--- config.mk ---
export PLATFORM = sky130hd
export DESIGN_NAME = tft_video_rx
export DESIGN_NICKNAME = d
export VERILOG_FILES = /design/src/rtl/tft_video_pkg.sv /design/src/rtl/tft_sync_edge.sv /design/src/rtl/tft_video_rx.sv
export SDC_FILE = /design/constraint.sdc
export NUM_CORES = 1
export LEC_CHECK = 0
export BUFFER_PORTS_ARGS = -buffer_cell sky130_fd_sc_hd__buf_2
export CELL_PAD_IN_SITES_DETAIL_PLACEMENT = 1
export CELL_PAD_IN_SITES_GLOBAL_PLACEMENT = 2
export CORE_UTILIZATION = 28
export DETAILED_ROUTE_END_ITERATION = 10
export GPL_TIMING_DRIVEN = 0
export PLACE_DENSITY_LB_ADDON = 0.1
export SLEW_MARGIN = 15
export SYNTH_ARGS = -nofsm -noshare
export SYNTH_HDL_FRONTEND = slang
export SYNTH_SLANG_ARGS = --single-unit
--- constraint.sdc ---
create_clock -name Clk -period 3.14 [get_ports Clk]
set_input_delay 0.157 -clock Clk [delete_from_list [all_inputs] [get_ports Clk]]
set_output_delay 0.157 -clock Clk [all_outputs]
set_load 0.005 [all_outputs]
--- src/rtl/tft_video_pkg.sv ---
// Shared definitions for the TFT video receive path: RGB565 colours,
// panel defaults, receiver FSM encoding and the registered input sample.
package tft_video_pkg;

  localparam logic [15:0] BLACK  = 16'h0000;
  localparam logic [15:0] BLUE   = 16'h001F;
  localparam logic [15:0] RED    = 16'hF800;
  localparam logic [15:0] PURPLE = 16'hF81F;
  localparam logic [15:0] GREEN  = 16'h07E0;
  localparam logic [15:0] CYAN   = 16'h07FF;
  localparam logic [15:0] YELLOW = 16'hFFE0;
  localparam logic [15:0] WHITE  = 16'hFFFF;

  localparam int PANEL_H_ACTIVE = 480;
  localparam int PANEL_V_ACTIVE = 272;

  typedef enum logic [1:0] {
    ST_IDLE      = 2'd0,
    ST_WAIT_LINE = 2'd1,
    ST_IN_LINE   = 2'd2
  } rx_state_t;

  // hs/vs are stored already normalised to active-high
  typedef struct packed {
    logic [15:0] rgb;
    logic        hs;
    logic        vs;
    logic        de;
  } tft_sample_t;

endpackage

--- src/rtl/tft_sync_edge.sv ---
// Two-stage input register with sync polarity normalisation; edge flags are
// registered so they line up with the stage-2 sample handed to the FSM.
module tft_sync_edge
  import tft_video_pkg::*;
#(
  parameter bit SYNC_ACTIVE_LOW = 1'b1
) (
  input  logic        clk,
  input  logic        rst,
  input  logic [15:0] rgb_in,
  input  logic        hs_in,
  input  logic        vs_in,
  input  logic        de_in,
  output logic [15:0] rgb,
  output logic        de,
  output logic        de_next,
  output logic        de_rise,
  output logic        de_fall,
  output logic        vs_rise,
  output logic        hs_edge
);

  tft_sample_t s1, s2;

  always_ff @(posedge clk) begin
    if (rst) begin
      s1      <= '0;
      s2      <= '0;
      de_rise <= 1'b0;
      de_fall <= 1'b0;
      vs_rise <= 1'b0;
      hs_edge <= 1'b0;
    end else begin
      s1.rgb  <= rgb_in;
      s1.hs   <= hs_in ^ SYNC_ACTIVE_LOW;
      s1.vs   <= vs_in ^ SYNC_ACTIVE_LOW;
      s1.de   <= de_in;
      s2      <= s1;
      de_rise <= s1.de & ~s2.de;
      de_fall <= ~s1.de & s2.de;
      vs_rise <= s1.vs & ~s2.vs;
      hs_edge <= s1.hs ^ s2.hs;
    end
  end

  assign rgb     = s2.rgb;
  assign de      = s2.de;
  // stage 1 is one sample ahead of the FSM, used to mark end of line
  assign de_next = s1.de;

endmodule

--- src/rtl/tft_video_rx.sv ---
// TFT RGB565 receiver: recovers pixel coordinates from VS/DE, emits a marked
// pixel stream and reports per-frame width/height measurements and errors.
module tft_video_rx
  import tft_video_pkg::*;
#(
  parameter int H_ACTIVE        = PANEL_H_ACTIVE,
  parameter int V_ACTIVE        = PANEL_V_ACTIVE,
  parameter int XW              = 10,
  parameter int YW              = 10,
  parameter bit SYNC_ACTIVE_LOW = 1'b1
) (
  input  logic          Clk,
  input  logic          Rst,
  input  logic [15:0]   TFT_RGB,
  input  logic          TFT_HS,
  input  logic          TFT_VS,
  input  logic          TFT_DE,
  output logic          pix_valid,
  output logic [15:0]   pix_data,
  output logic [XW-1:0] pix_x,
  output logic [YW-1:0] pix_y,
  output logic          pix_sof,
  output logic          pix_eol,
  output logic          frame_done,
  output logic [XW-1:0] meas_width,
  output logic [YW-1:0] meas_height,
  output logic          err_width,
  output logic          err_height,
  output logic [15:0]   frame_cnt
);

  localparam logic [XW-1:0] X_MAX = '1;
  localparam logic [YW-1:0] Y_MAX = '1;
  localparam logic [XW-1:0] H_EXP = XW'(H_ACTIVE);
  localparam logic [YW-1:0] V_EXP = YW'(V_ACTIVE);

  logic [15:0] rgb;
  logic        de, de_next, de_rise, de_fall, vs_rise, hs_edge;

  tft_sync_edge #(.SYNC_ACTIVE_LOW(SYNC_ACTIVE_LOW)) u_sync (
    .clk     (Clk),
    .rst     (Rst),
    .rgb_in  (TFT_RGB),
    .hs_in   (TFT_HS),
    .vs_in   (TFT_VS),
    .de_in   (TFT_DE),
    .rgb     (rgb),
    .de      (de),
    .de_next (de_next),
    .de_rise (de_rise),
    .de_fall (de_fall),
    .vs_rise (vs_rise),
    .hs_edge (hs_edge)
  );

  rx_state_t     state;
  logic [XW-1:0] x, px_x;
  logic [YW-1:0] y, y_cl, px_y;
  logic          w_bad, wb_cl;
  logic          line_close, frame_end, start_px, emit, px_bad;

  // A VS edge closes any open line first, so the frame report sees the
  // post-close line count and width flag (y_cl / wb_cl).
  always_comb begin
    line_close = (state == ST_IN_LINE) && (de_fall || vs_rise);
    frame_end  = vs_rise && (state != ST_IDLE);
    start_px   = de_rise && ((state == ST_WAIT_LINE) || (state == ST_IDLE && vs_rise));
    emit       = start_px || ((state == ST_IN_LINE) && de && !line_close);
    y_cl       = y;
    if (line_close && y != Y_MAX) y_cl = y + 1'b1;
    wb_cl      = w_bad | (line_close && x != H_EXP);
    px_x       = start_px ? '0 : x;
    px_y       = vs_rise ? '0 : y;
    px_bad     = emit && (px_x == X_MAX || hs_edge);
  end

  always_ff @(posedge Clk) begin
    if (Rst) begin
      state       <= ST_IDLE;
      x           <= '0;
      y           <= '0;
      w_bad       <= 1'b0;
      pix_valid   <= 1'b0;
      pix_data    <= '0;
      pix_x       <= '0;
      pix_y       <= '0;
      pix_sof     <= 1'b0;
      pix_eol     <= 1'b0;
      frame_done  <= 1'b0;
      meas_width  <= '0;
      meas_height <= '0;
      err_width   <= 1'b0;
      err_height  <= 1'b0;
      frame_cnt   <= '0;
    end else begin
      pix_valid  <= emit;
      pix_sof    <= emit && px_x == '0 && px_y == '0;
      pix_eol    <= emit && !de_next;
      frame_done <= frame_end;
      if (emit) begin
        pix_data <= rgb;
        pix_x    <= px_x;
        pix_y    <= px_y;
        x        <= (px_x == X_MAX) ? X_MAX : px_x + 1'b1;
      end
      if (line_close) meas_width <= x;
      if (frame_end) begin
        meas_height <= y_cl;
        err_height  <= (y_cl != V_EXP);
        err_width   <= wb_cl;
        frame_cnt   <= frame_cnt + 1'b1;
      end
      y     <= vs_rise ? '0 : y_cl;
      w_bad <= (vs_rise ? 1'b0 : wb_cl) | px_bad;
      case (state)
        ST_IDLE: begin
          if (start_px)     state <= ST_IN_LINE;
          else if (vs_rise) state <= ST_WAIT_LINE;
        end
        ST_WAIT_LINE: if (start_px)   state <= ST_IN_LINE;
        ST_IN_LINE:   if (line_close) state <= ST_WAIT_LINE;
        default:      state <= ST_IDLE;
      endcase
    end
  end

endmodule

* Word level (Yosys, flattened, before mapping) *
Cells that the tools add are included.

word-level totals
  logic and storage cells = 85
  output and inout bits = 78
  input bits = 21
  register bits = 143

cells by class
  reduce and logical (&&, ||, !) cells = 24
  muxes and demuxes = 10
  equality and inequality tests = 9
  add/subtract/negate cells = 3
  bitwise operators = 11

operators by type and width
  cell                   count
  $mux 10                4
  $add 10x1->10 const B  2
  $logic_not 10->1       2
  $ne 10x9->1 const B    2
  $add 16x1->16 const B  1
  $logic_and 1x1->1      12
  $eq 10x10->1 const B   1
  $ne 10x10->1 const B   1
  $mux 2                 4
  $pmux 2 s3             1
  $not 1->1              5
  $logic_or 1x1->1       4
  $ne 2x2->1 const B     2
  $and 1x1->1            3
  $ne 3x2->1 const B     1
  $reduce_and 3->1       1
  $eq 2x1->1 const B     1
  $eq 2x2->1 const B     1
  $logic_not 1->1        2
  $logic_not 2->1        1
  $or 1x1->1             2
  $reduce_bool 2->1      1
  $reduce_or 2->1        1
  $mux 1                 1
  $xor 1x1->1            1

* Logic depth before layout (Yosys ltp) *
Gate-level depths: netlist of the first run.

  depth in word-level cells = 9
  mapped depth = 11

* Hierarchy *
From an unflattened synthesis of the first run, not the netlist that was laid out.

second synthesis, totals
  cells, all modules = 603
  area, all modules = 5316.3 µm²

by module, submodules not included
  module         area each (µm²)  cells each  times used
  tft_video_rx   4057.6           498         1
  tft_sync_edge  1258.7           105         1

* Least setup slack after synthesis of the first run *
No wires, ideal clock.

  path type = flip-flop to flip-flop
  from = reg u_sync.vs_rise
  to = reg x[7]
  path slack = 988 ps
  arrival = 2074 ps
  buffers on the path = 1
  stages on the path, launching flop included = 12
  setup time = 78 ps
  cells stage by stage = dfxtp_1 buf_2 or2_2 nand2_1 nand2_1 inv_1 ha_1 o2111ai_1 or2_2 o31ai_1 a21oi_1 nor3_1

on the way
  word-level cells in the longest chain between the ends = 6
  elaborated cells between the ends (all ways) = 12

ends and longest elaborated chain
  item                                                  line                 text
  start, declared                                       tft_sync_edge.sv:19  output logic vs_rise,
  start signal, assigned                                tft_sync_edge.sv:41  vs_rise <= s1.vs & ~s2.vs;
  $logic_and 1x1->1 (*)                                 tft_video_rx.sv:67   start_px = de_rise && ((state == ST_WAIT_LINE) || (state == ST_IDLE && vs_rise));
  $logic_or 1x1->1 (*)                                  tft_video_rx.sv:67
  $logic_and 1x1->1 (*)                                 tft_video_rx.sv:67
  $mux 10 (*)                                           tft_video_rx.sv:72   px_x = start_px ? '0 : x;
  named net px_x[0]                                     tft_video_rx.sv:57   logic [XW-1:0] x, px_x;
  $add 10x1->10 / $eq 10x10->1 (equally long branches)  tft_video_rx.sv:104  x <= (px_x == X_MAX) ? X_MAX : px_x + 1'b1;
  $mux 10 (*)                                           tft_video_rx.sv:104
  end signal, assigned                                  tft_video_rx.sv:104
  end, declared                                         tft_video_rx.sv:57

Mark *: on every way through the listed nets, which the timed path passes. The rest lies on a longest branch.
A chain may end at the register's enable or synchronous reset.

* Worst setup path after layout of the first run *
  from = reg u_sync.vs_rise
  to = reg x[3]

Same word-level chain as after synthesis.

==> results by group, run 1 <==
STA
  – Max-slew headroom at the worst pin: 37.83%
  – Final min period: 2698 ps
  – Share of the clock period used by the worst path after layout: between 80% and 90%
  – Number of hold violations in the final report: 0
  – Worst Max-Slew Pin Slew: 926.3 ps
  – Max-slew violation total from the final report: 0
  – Fmax achieved: between 300 and 400 MHz
  – Unrepaired setup endpoints after global routing: no
  – Final total negative setup slack: 0 ps
  – Worst hold margin: 93.08 ps
  – Final setup vio count: 0
  – Final setup skew: 8.515 ps

Floorplan
  – Core Box Area: 0.01821 mm^2
  – Ports: 99
  – Overall die width: 139.2 um
  – Placement Rows: 49
  – Effective utilization at floorplan: 28.96%
  – Die area: 0.01939 mm^2
  – Height of the chip: about 140 um

Run status
  – Violations in the final reports: DRC
  – Run status: finished, violations left

Setup path
  – Crit path kind: flop to flop
  – Arrival time worst endpoint: between 3000 and 4000 ps
  – Critical Path Sink Type: flop
  – Maximum fanout encountered on the critical timing path: 9
  – Startpoint type of the worst setup path: flop
  – CP Data Required Time: 3470 ps

Pwr
  – LEAKAGE: 2.753 nW
  – Part of the power in the clock network: about half
  – Power density over the cells: 588.7 mW/mm^2
  – Final Power: approximately 4.0 mW
  – Peak supply drop: 0.3428 mV
  – Sequential share of power: 46.0%
  – Total internal power: 3.124 mW
  – Portion of total power attributed to combinational logic: 3.1%
  – Switching power: 0.9055 mW
  – Switching power as a share of total power: 22.47%

Detailed routing
  – Met3 routed WL: 645 um
  – Total vias in the final route: 4636
  – WL/cell: approximately 16 um
  – Via density per instance: 4.745
  – Residual DRC: 4
  – Top routing layer in use: met4
  – Sum of routed wire segments on met1: 7.510 mm
  – Drt first-iter violations: 184
  – Final antenna-violating net count: 0
  – Aggregate routed wire length: 15.61 mm
  – Detailed-routed wire length on met2: ~7.2 mm
  – Total iterations of the first detailed-routing run: 9

Final layout
  – Filler cell count in the final layout: 2158
  – Area growth from synthesis to layout: 29.77%
  – Fin area: 0.006844 mm^2
  – Final Net Count: 760
  – Total inserted antenna cells: 0
  – Fraction of final layout cells with drive strength greater than 1: 20.32%

Synthesis
  – Count of cell types in the netlist: 49
  – Register bit total from synthesis: ~140
  – Number of nets produced by synthesis: 624
  – Number of warnings printed during yosys synthesis: 0
  – Share of synthesized area occupied by flip-flops and latches: 54.28%
  – Post-Synthesis Cell Area: 0.005274 mm^2
  – Number of enable flip-flop cells after synthesis: 0
  – Flip-flop cell with the highest count after synthesis: sky130_fd_sc_hd__dfxtp_1
  – Share of synthesized flip-flops with an asynchronous set or reset: 0%
  – Avg Cell Area, Syn: 8.804 um^2
  – Mapped Cells: between 500 and 600

Clock tree
  – Post-CTS resize count: 0
  – Number of buffers added by the clock tree synthesis step: 17
  – Worst-case clock buffer depth: 2
  – Clk root buf: sky130_fd_sc_hd__clkbuf_16
  – Deepest level of the CTS H-tree: 4
  – Number of sinks on the clock net: 143
  – Clock tree from TritonCTS: done
  – Clock network latency to the later pin of the worst-skew pair: 420 ps
  – Clock slew at reported path FFs: roughly 60 ps

Global route
  – Number of antenna violations at the first check in global routing: 0
  – Number of global-route vias before repair: 4770
  – Sum of overflow across all layers after global routing: 0
  – GR Util All Layers: 16.73%
  – Pin count of the biggest net entering global routing: 17
  – First-pass GRT wire length: 25.04 mm

Placed design
  – Standard cell area after detailed placement: approximately 0.006 mm^2
  – Routability-driven placement congestion ratio: 0.7851
  – Post-DP HPWL: 11.27 mm
  – Port buffer count: 98

Flow run
  – Max-cap viol count: 0

Min path
  – Min-Delay Path Class: input pin to flop
worst paths after layout:
check / start / end / slack (ps) / depth (start not counted)
setup / recovery: u_sync.vs_rise / x[3] / 440 / 10
hold / removal: Rst / y[9] / 90 / 3
setup reg to reg: u_sync.vs_rise / x[3] / 440 / 10
hold reg to reg: u_sync.s2[1] / u_sync.vs_rise / 390 / 1
cell usage in the layout, fill, tap and decap left out, types with 3 or more instances in the layout:
cell type,synthesis,routed
sky130_fd_sc_hd__and3_1,6,6
sky130_fd_sc_hd__nand2_1,98,98
sky130_fd_sc_hd__ha_1,4,4
sky130_fd_sc_hd__a211oi_1,10,10
sky130_fd_sc_hd__a21oi_1,64,64
sky130_fd_sc_hd__nor3b_1,12,12
sky130_fd_sc_hd__inv_1,6,6
sky130_fd_sc_hd__nand2b_1,3,3
sky130_fd_sc_hd__clkinv_4,0,3
sky130_fd_sc_hd__xnor2_1,5,5
sky130_fd_sc_hd__o21ai_0,10,10
sky130_fd_sc_hd__or2_2,5,5
sky130_fd_sc_hd__nor2b_1,40,40
sky130_fd_sc_hd__and4_1,3,3
sky130_fd_sc_hd__nor3_1,11,11
sky130_fd_sc_hd__nand3_1,15,15
sky130_fd_sc_hd__buf_1,3,3
sky130_fd_sc_hd__nor4_1,6,6
sky130_fd_sc_hd__dlygate4sd3_1,0,19
sky130_fd_sc_hd__xor2_1,13,13
sky130_fd_sc_hd__nand4_1,7,7
sky130_fd_sc_hd__inv_6,0,4
sky130_fd_sc_hd__nor2_1,66,66
sky130_fd_sc_hd__buf_2,8,106
sky130_fd_sc_hd__clkbuf_1,22,22
sky130_fd_sc_hd__a31oi_1,6,6
sky130_fd_sc_hd__clkbuf_16,0,17
sky130_fd_sc_hd__dfxtp_1,143,143
sky130_fd_sc_hd__o21a_1,3,3
critical path, stage by stage (launching register included):
cell	delay (ps)
sky130_fd_sc_hd__dfxtp_1	300
sky130_fd_sc_hd__buf_2	170
sky130_fd_sc_hd__or2_2	310
sky130_fd_sc_hd__nand2_1	250
sky130_fd_sc_hd__nand2_1	120
sky130_fd_sc_hd__inv_1	80
sky130_fd_sc_hd__ha_1	250
sky130_fd_sc_hd__o2111ai_1	290
sky130_fd_sc_hd__nor2_2	440
sky130_fd_sc_hd__o21ai_0	160
sky130_fd_sc_hd__a211oi_1	230
area by class of cell:
| cell class | count | area (um^2) | share of cell area, % |
|---|---|---|---|
| Timing Repair Buffer | 117 | 680.7 | 9.945 |
| Multi-Input combinational cell | 417 | 2255 | 32.94 |
| Sequential cell | 143 | 2863 | 41.83 |
| Clock inverter | 13 | 150.1 | 2.194 |
| Tap cell | 229 | 286.5 | 4.186 |
| Clock buffer | 19 | 452.9 | 6.618 |
| Inverter | 6 | 22.52 | 0.3291 |
| Buffer | 33 | 133.9 | 1.956 |
stage by stage:
step / worst slack, ps / std cells / util (%)
floorplan: 988.4 / 599 / -
global placement: 454.5 / 926 / 33.23
detailed placement: 422.2 / 926 / 33.23
CTS: 404.5 / 977 / 37.59
global route: 82.42 / 977 / 37.59
finish: 442.3 / 977 / 37.59
what timing repair did:
item	in CTS	in global routing
hold endpoints to repair	19	0
hold buffers	19	0
setup buffers	0	0
synthesized netlist by cell type, drive strengths merged (2+ instances only):
cell    count  area, um^2
dfxtp     143        2863
xor2       13       113.9
nand3      15       75.07
mux2        2       26.27
buf        11       51.30
and4        3       26.28
mux2i       2       20.02
o211ai      2       15.01
clkbuf     22       82.58
nor3b      12       90.09
o31ai       2       15.01
xnor2       5       43.79
nand2b      4       32.53
nor4        6       37.54
nor3       11       55.05
and2        2       12.51
inv         6       22.52
nor2b      40       250.2
and3        6       37.54
nand4       7       43.79
or3         3       23.77
o21a        3       22.52
a211oi     10       75.07
nor2       68       260.3
a21oi      64       320.3
nor4b       2       23.77
or2         5       31.28
nand2      98       367.9
o21ai      12       63.81
ha          4       50.05
a31oi       6       37.54
sequential cells by signal, summed over array words and instances, names as in the netlist, 16 cells and up:
register    flops
u_sync.rgb     16
pix_data       16
frame_cnt      16
u_sync.s1      18
cell families (layout without fill, tap and decap cells):
logic type | Yosys count | count (layout) | share of synthesized area (%)
simple gates | 284 | 284 | 26.26
flops | 143 | 143 | 54.28
compound gates | 107 | 107 | 11.67
buf+inv | 39 | 188 | 2.966
xor+xnor | 18 | 18 | 2.989
fa+ha+maj | 4 | 4 | 0.9490
mux | 4 | 4 | 0.8777
power by group through the flow:
stage | sequential, mW | clock, mW | combinational [mW]
finish | 1.85 | 2.05 | 0.124
global route | 1.86 | 2.19 | 0.139
CTS | 1.85 | 2.11 | 0.128
detailed placement | 1.90 | 0 | 0.110
global placement | 1.89 | 0 | 0.106
floorplan | 1.89 | 0 | 0.0629
layer usage:
metal | GRT usage (%) | vias up
met5 | 0 | -
met4 | 5.848 | 0
met3 | 4.198 | 21
met2 | 26.63 | 96
met1 | 21.94 | 2224
li1 | - | 2295
Power figures use the tool's default switching activity.
==> run 2, diff against run 1 <==
--- a/config.mk
+++ b/config.mk
@@ -9,10 +9,13 @@
 export CELL_PAD_IN_SITES_DETAIL_PLACEMENT = 1
 export CELL_PAD_IN_SITES_GLOBAL_PLACEMENT = 2
 export CORE_UTILIZATION = 28
+export CTS_CLUSTER_DIAMETER = 100
 export DETAILED_ROUTE_END_ITERATION = 10
 export GPL_TIMING_DRIVEN = 0
 export PLACE_DENSITY_LB_ADDON = 0.1
+export SKIP_LAST_GASP = 1
 export SLEW_MARGIN = 15
 export SYNTH_ARGS = -nofsm -noshare
 export SYNTH_HDL_FRONTEND = slang
+export SYNTH_HIERARCHICAL = 1
 export SYNTH_SLANG_ARGS = --single-unit
==> run 2 against run 1 <==
The flow now finishes without violations. Synthesized cell count up 0.67%. Setup slack better by 370 ps. Global-route usage down 0.52 points. First-iteration DRC count down 7.1%. Design area down 0.46%. Total power down 4.8%. Critical path type unchanged.
==> results by group, run 2 <==
Synthesis
  – Mapped Cells: 603
  – Number of warnings printed during yosys synthesis: 6
  – Register bit total from synthesis: between 100 and 150
  – Fraction of synthesized cell area taken by the top area cell type: 53.85%
  – Number of enable flip-flop cells after synthesis: 0
  – Largest cells by area after synthesis: sky130_fd_sc_hd__dfxtp_1 (54%), sky130_fd_sc_hd__nand2_1 (7.8%), sky130_fd_sc_hd__a21oi_1 (6.0%)
  – Share of synthesized flip-flops with an asynchronous set or reset: 0%
  – Count of cell types in the netlist: 46
  – Number of nets produced by synthesis: ~630
  – Dominant cell by count in the synthesized netlist: sky130_fd_sc_hd__dfxtp_1
  – Post-Synthesis Cell Area: 0.005316 mm^2
  – Avg Cell Area, Syn: 8.816 um^2
  – Biggest area consumer among synthesized cells: sky130_fd_sc_hd__dfxtp_1
  – Share of synthesized area occupied by flip-flops and latches: a little over half
  – Flip-flop cell with the highest count after synthesis: sky130_fd_sc_hd__dfxtp_1
  – List of most frequent post-synthesis cells: sky130_fd_sc_hd__dfxtp_1 (143), sky130_fd_sc_hd__nand2_1 (110), sky130_fd_sc_hd__a21oi_1 (64)

Detailed routing
  – Final antenna-violating net count: 0
  – WL/cell: 15.44 um
  – Aggregate routed wire length: 15.19 mm
  – Total iterations of the first detailed-routing run: 4
  – Drt first-iter violations: about 170
  – Via density per instance: roughly 4.6
  – Residual DRC: 0
  – Total vias in the final route: 4554

STA
  – Unrepaired setup endpoints after global routing: no
  – Final min period: roughly 2300 ps
  – Final total negative setup slack: 0 ps
  – Worst hold margin: 34.84 ps
  – Final setup vio count: 0
  – Max-slew headroom at the worst pin: 48.53%
  – Share of the clock period used by the worst path after layout: ~74%
  – Worst Max-Slew Pin Slew: between 700 and 800 ps
  – Final setup skew: 10.12 ps
  – Max-slew violation total from the final report: 0
  – Number of hold violations in the final report: 0
  – Fmax achieved: 428.8 MHz

Floorplan
  – Core Box Area: ~0.019 mm^2
  – Effective utilization at floorplan: 28.52%
  – Placement Rows: 50
  – Die area: 0.01954 mm^2
  – Ports: 99
  – Height of the chip: 139.8 um
  – Overall die width: about 140 um

Clock tree
  – # Post-CTS Setup Buffers: 0
  – Number of sinks on the clock net: 143
  – Clock network latency to the later pin of the worst-skew pair: just over 400 ps
  – Number of buffers added by the clock tree synthesis step: 17
  – Clock tree from TritonCTS: done
  – Worst-case clock buffer depth: 2
  – Post-CTS resize count: 0
  – Clock slew at reported path FFs: 50 ps
  – Clk root buf: sky130_fd_sc_hd__clkbuf_16
  – Deepest level of the CTS H-tree: 4

Placed design
  – Placed Cells incl. Taps: just over 900
  – Standard cell area after detailed placement: between 0.006 and 0.007 mm^2
  – Routability-driven placement congestion ratio: 0.8081
  – Port buffer count: 98
  – Post-DP HPWL: 11.05 mm

Global route
  – Sum of overflow across all layers after global routing: 0
  – Number of global-route vias before repair: 4576
  – Number of antenna violations at the first check in global routing: 0
  – Met1 track utilization from global routing: just over 20%
  – Most Used Layer, Global Route: met2
  – Met2 global-route usage: 27.39%
  – Pin count of the biggest net entering global routing: 17
  – Met3 track utilization from global routing: a little under 4%
  – GR Util All Layers: between 15 and 20%
  – First-pass GRT wire length: 24.25 mm

Setup path
  – Critical Path Sink Type: flop
  – Crit path kind: flop to flop
  – CP Data Required Time: between 3000 and 4000 ps
  – Path depth of the worst reg2reg path: 7
  – Reg-to-reg critical path startpoint: u_sync/vs_rise
  – Startpoint type of the worst setup path: flop
  – Maximum fanout encountered on the critical timing path: 10
  – Endpoint of the lowest-slack register-to-register path: pix_data[1]
  – Arrival time worst endpoint: 2660 ps
  – Register-to-register setup slack: a little over 800 ps

Min path
  – Number of cells traversed by the worst hold path: 2
  – WHS Endpoint: u_sync/s1[18]
  – Min-Delay Path Class: input pin to flop
  – Hold_sp: TFT_RGB[15]

Final layout
  – Fin area: 0.006813 mm^2
  – Largest register by flop count: u_sync/s1
  – Fraction of final layout cells with drive strength greater than 1: between 20% and 30%
  – Area growth from synthesis to layout: 28.15%
  – Total inserted antenna cells: 0
  – Flip-flop count of the largest register after layout: 18
  – Filler cell count in the final layout: 2243
  – Leading cell type in the layout, fill and taps excluded: sky130_fd_sc_hd__dfxtp_1
  – Top library cells by usage in the layout, fill and taps aside: sky130_fd_sc_hd__dfxtp_1 (143), sky130_fd_sc_hd__nand2_1 (110), sky130_fd_sc_hd__buf_2 (101)
  – Final std cells w/o fill: 984
  – Final Net Count: 763

Pwr
  – Peak supply drop: between 0.3 and 0.4 mV
  – LEAKAGE: around 2.7 nW
  – Power density over the cells: 563.2 mW/mm^2

Flow run
  – Max-cap viol count: 0

Run status
  – Run status: complete, no violations
[run 2: layer usage]
layer | vias to the layer above | routed length (um) | part of all wire, %
li1 | 2271 | - | -
met3 | 11 | 483 | 3.2
met1 | 2195 | 7190 | 47
met5 | - | 0 | 0
met4 | 0 | 124 | 0.82
met2 | 77 | 7391 | 49
[run 2: worst max-delay path by stage]
stage / from / end / depth (start not counted)
2_1_floorplan: y[6] / err_height / 6
3_3_place_gp: u_sync/vs_rise / pix_y[6] / 7
3_5_place_dp: u_sync/vs_rise / pix_y[5] / 7
4_1_cts: u_sync/vs_rise / pix_y[5] / 7
5_1_grt: u_sync/vs_rise / pix_y[5] / 7
6_report: u_sync/vs_rise / pix_data[1] / 7
[run 2: repair_timing]
action | CTS | global route
setup endpoints to repair | 0 | 0
hold buffers | 19 | 0
hold endpoints to repair | 20 | 0
[run 2: area by class of cell]
type                    count  area, um^2  area share (%)
flip-flops and latches    143        2863           42.02
multi-input cells         409        2176           31.94
well taps                 234       292.8           4.298
inverters                   3       11.26          0.1653
clock buffers              23       457.9           6.722
clock inverters             7       65.06          0.9550
repair buffers            117       680.7           9.991
plain buffers              48       266.5           3.912
[run 2: logic make-up after synthesis]
group	after synthesis	share of synthesized area (%)
AND/OR/NAND/NOR	286	25.98
flip-flops	143	53.85
AO/OA/AOI/OAI	100	10.80
buffers and inverters	51	5.225
XOR/XNOR	17	2.801
multiplexers	3	0.6354
adder cells (fa/ha/maj)	3	0.7061
[run 2: worst max-delay path: stages (launching register included)]
cell	delay, ps
sky130_fd_sc_hd__dfxtp_1	300
sky130_fd_sc_hd__buf_6	130
sky130_fd_sc_hd__nor2_1	370
sky130_fd_sc_hd__nand3_1	280
sky130_fd_sc_hd__nand2_1	360
sky130_fd_sc_hd__clkbuf_1	520
sky130_fd_sc_hd__nand2_1	120
sky130_fd_sc_hd__a21oi_1	160
[run 2: power breakdown]
part,switching [mW],internal [mW],leakage [nW]
combinational,0.0731,0.0653,1.31
clock,0.748,1.10,0.253
sequential,0.0107,1.84,1.16
total,0.832,3.00,2.73
[run 2: through the flow]
step / power (mW) / setup WS [ps] / utilization [%]
final: 3.837 / 808.0 / 36.54
after global routing: 3.987 / 578.9 / 36.54
after CTS: 3.888 / 759.3 / 36.54
after detailed placement: 2.019 / 773.1 / 32.72
after global placement: 2.015 / 801.2 / 32.72
after floorplan: 1.968 / 1279 / -
==> run 3, diff against run 2 <==
==> constraint.sdc (replaced) <==
create_clock -name Clk -period 2.21 [get_ports Clk]
set_input_delay 0.1105 -clock Clk [delete_from_list [all_inputs] [get_ports Clk]]
set_output_delay 0.1105 -clock Clk [all_outputs]
set_load 0.005 [all_outputs]
==> run 3 against run 2 <==
Critical path depth down 1. Non-clock buffer count up 1. Critical endpoint is now err_height. Highest routed layer unchanged. Sequential power up 43%. Sequential share of layout area down 0.35 points. Wire length up 0.57%. Clock-buffer cell count unchanged.
==> results by group, run 3 (synthesized netlist as in run 2, its figures left out) <==
Run status
  – Run status: complete, no violations

Floorplan
  – Die area: about 0.020 mm^2
  – Ports: 99
  – Effective utilization at floorplan: between 20% and 30%
  – Height of the chip: 139.8 um
  – Placement Rows: 50
  – Core Box Area: 0.01864 mm^2
  – Overall die width: between 100 and 150 um

STA
  – Unrepaired setup endpoints after global routing: no
  – Final min period: ~2100 ps
  – Max-slew violation total from the final report: 0
  – Final setup vio count: 0
  – Final setup skew: approximately 14 ps
  – Final total negative setup slack: 0 ps
  – Max-slew headroom at the worst pin: 45.91%
  – Number of hold violations in the final report: 0
  – Worst hold margin: around 380 ps
  – Worst Max-Slew Pin Slew: 806.0 ps
  – Fmax achieved: 468.3 MHz
  – Share of the clock period used by the worst path after layout: 96.62%

Min path
  – Min-Delay Path Class: flop to flop

Setup path
  – Critical Path Sink Type: flop
  – Crit path kind: flop to flop
  – Arrival time worst endpoint: 2430 ps
  – Startpoint type of the worst setup path: flop
  – Maximum fanout encountered on the critical timing path: 7
  – CP Data Required Time: 2510 ps

Clock tree
  – Clock tree from TritonCTS: done
  – Clock network latency to the later pin of the worst-skew pair: 410 ps
  – Number of buffers added by the clock tree synthesis step: 17
  – Number of sinks on the clock net: 143
  – Clk root buf: sky130_fd_sc_hd__clkbuf_16
  – Clock slew at reported path FFs: 60 ps
  – Deepest level of the CTS H-tree: 4
  – Worst-case clock buffer depth: 2

Final layout
  – Total inserted antenna cells: 0
  – Fraction of final layout cells with drive strength greater than 1: between 20 and 25%
  – Fin area: about 0.0069 mm^2
  – Top library cells by usage in the layout, fill and taps aside: sky130_fd_sc_hd__dfxtp_1 (142), sky130_fd_sc_hd__nand2_1 (109), sky130_fd_sc_hd__buf_2 (101)
  – Largest register by flop count: u_sync/s1
  – Final Net Count: 764
  – Area growth from synthesis to layout: 29.28%
  – Flip-flop count of the largest register after layout: 18
  – Leading cell type in the layout, fill and taps excluded: sky130_fd_sc_hd__dfxtp_1

Global route
  – Number of global-route vias before repair: ~4600
  – GR Util All Layers: 16.25%
  – First-pass GRT wire length: around 24 mm
  – Number of antenna violations at the first check in global routing: 0
  – Sum of overflow across all layers after global routing: 0
  – Pin count of the biggest net entering global routing: 17

Detailed routing
  – Drt first-iter violations: 198
  – Residual DRC: 0
  – Total iterations of the first detailed-routing run: 4
  – WL/cell: approximately 16 um
  – Via density per instance: 4.605
  – Final antenna-violating net count: 0
  – Total vias in the final route: 4536
  – Aggregate routed wire length: 15.28 mm

Pwr
  – Power density over the cells: 793.1 mW/mm^2
  – Peak supply drop: 0.5040 mV
  – LEAKAGE: ~2.8 nW

Placed design
  – Port buffer count: 98
  – Post-DP HPWL: approximately 11 mm
  – Standard cell area after detailed placement: 0.006100 mm^2
  – Routability-driven placement congestion ratio: slightly above 0.8

Flow run
  – Max-cap viol count: 0
## run 3: changes by cell type in the layout (fill, tap and decap cells not counted), sizes merged
| cell | before | now |
|---|---|---|
| buf | 121 | 124 |
| clkbuf | 48 | 45 |
| dlygate4sd3 | 19 | 20 |
## run 3: metal layers
| metal | up-vias | wire [um] | GRT usage [%] |
|---|---|---|---|
| li1 | 2279 | - | - |
| met1 | 2160 | 7199 | 20.42 |
| met2 | 85 | 7435 | 27.47 |
| met3 | 12 | 502 | 3.889 |
| met4 | 0 | 138 | 4.858 |
| met5 | - | 0 | 0 |
## run 3: repair_timing
action	CTS	global route
resized for setup	5	14
hold buffers	20	0
endpoints found under the hold margin	21	0
endpoints found under the setup margin	31	34
buffers inserted	0	3
pin swaps	0	1
## run 3: report_power, final
| group | total (mW) | internal (mW) | switching, mW | leakage, nW |
|---|---|---|---|---|
| Combinational | 0.200 | 0.0950 | 0.105 | 1.35 |
| Clock | 2.62 | 1.56 | 1.06 | 0.253 |
| Sequential | 2.64 | 2.62 | 0.0153 | 1.16 |
## run 3: layout make-up
type | instances | area [um^2]
Buffer | 45 | 264.0
Clock buffer | 23 | 457.9
Fill cell | 2242 | 11770
Multi-Input combinational cell | 409 | 2205
Tap cell | 234 | 292.8
Sequential cell | 143 | 2864
Inverter | 3 | 11.26
Timing Repair Buffer | 121 | 713.2
Clock inverter | 7 | 65.06
## run 3: critical path: stages, from the launching register on
cell	delay (ps)
sky130_fd_sc_hd__dfxtp_1	430
sky130_fd_sc_hd__and2b_4	220
sky130_fd_sc_hd__nand2_2	100
sky130_fd_sc_hd__or4_4	570
sky130_fd_sc_hd__mux2i_4	270
sky130_fd_sc_hd__o2111ai_1	180
sky130_fd_sc_hd__o31a_1	260
## run 3: path summary, 6_finish.rpt
kind                    end  slack (ps)  cells past startpoint    startpoint
max              err_height          70                      6      state[1]
min          u_sync/vs_rise         380                      1  u_sync/s2[1]
max reg2reg      err_height          70                      6      state[1]
min reg2reg  u_sync/vs_rise         380                      1  u_sync/s2[1]
## run 3: per-stage QoR
| stage | setup slack [ps] | total power, mW | cells | utilization, % |
|---|---|---|---|---|
| after floorplan | 349.1 | 2.796 | 603 | - |
| after global placement | -128.8 | 2.864 | 935 | 32.72 |
| after detailed placement | -156.9 | 2.868 | 935 | 32.72 |
| after CTS | 26.85 | 5.526 | 983 | 36.64 |
| after global routing | 1.946 | 5.668 | 985 | 36.87 |
| final | 74.80 | 5.451 | 985 | 36.87 |
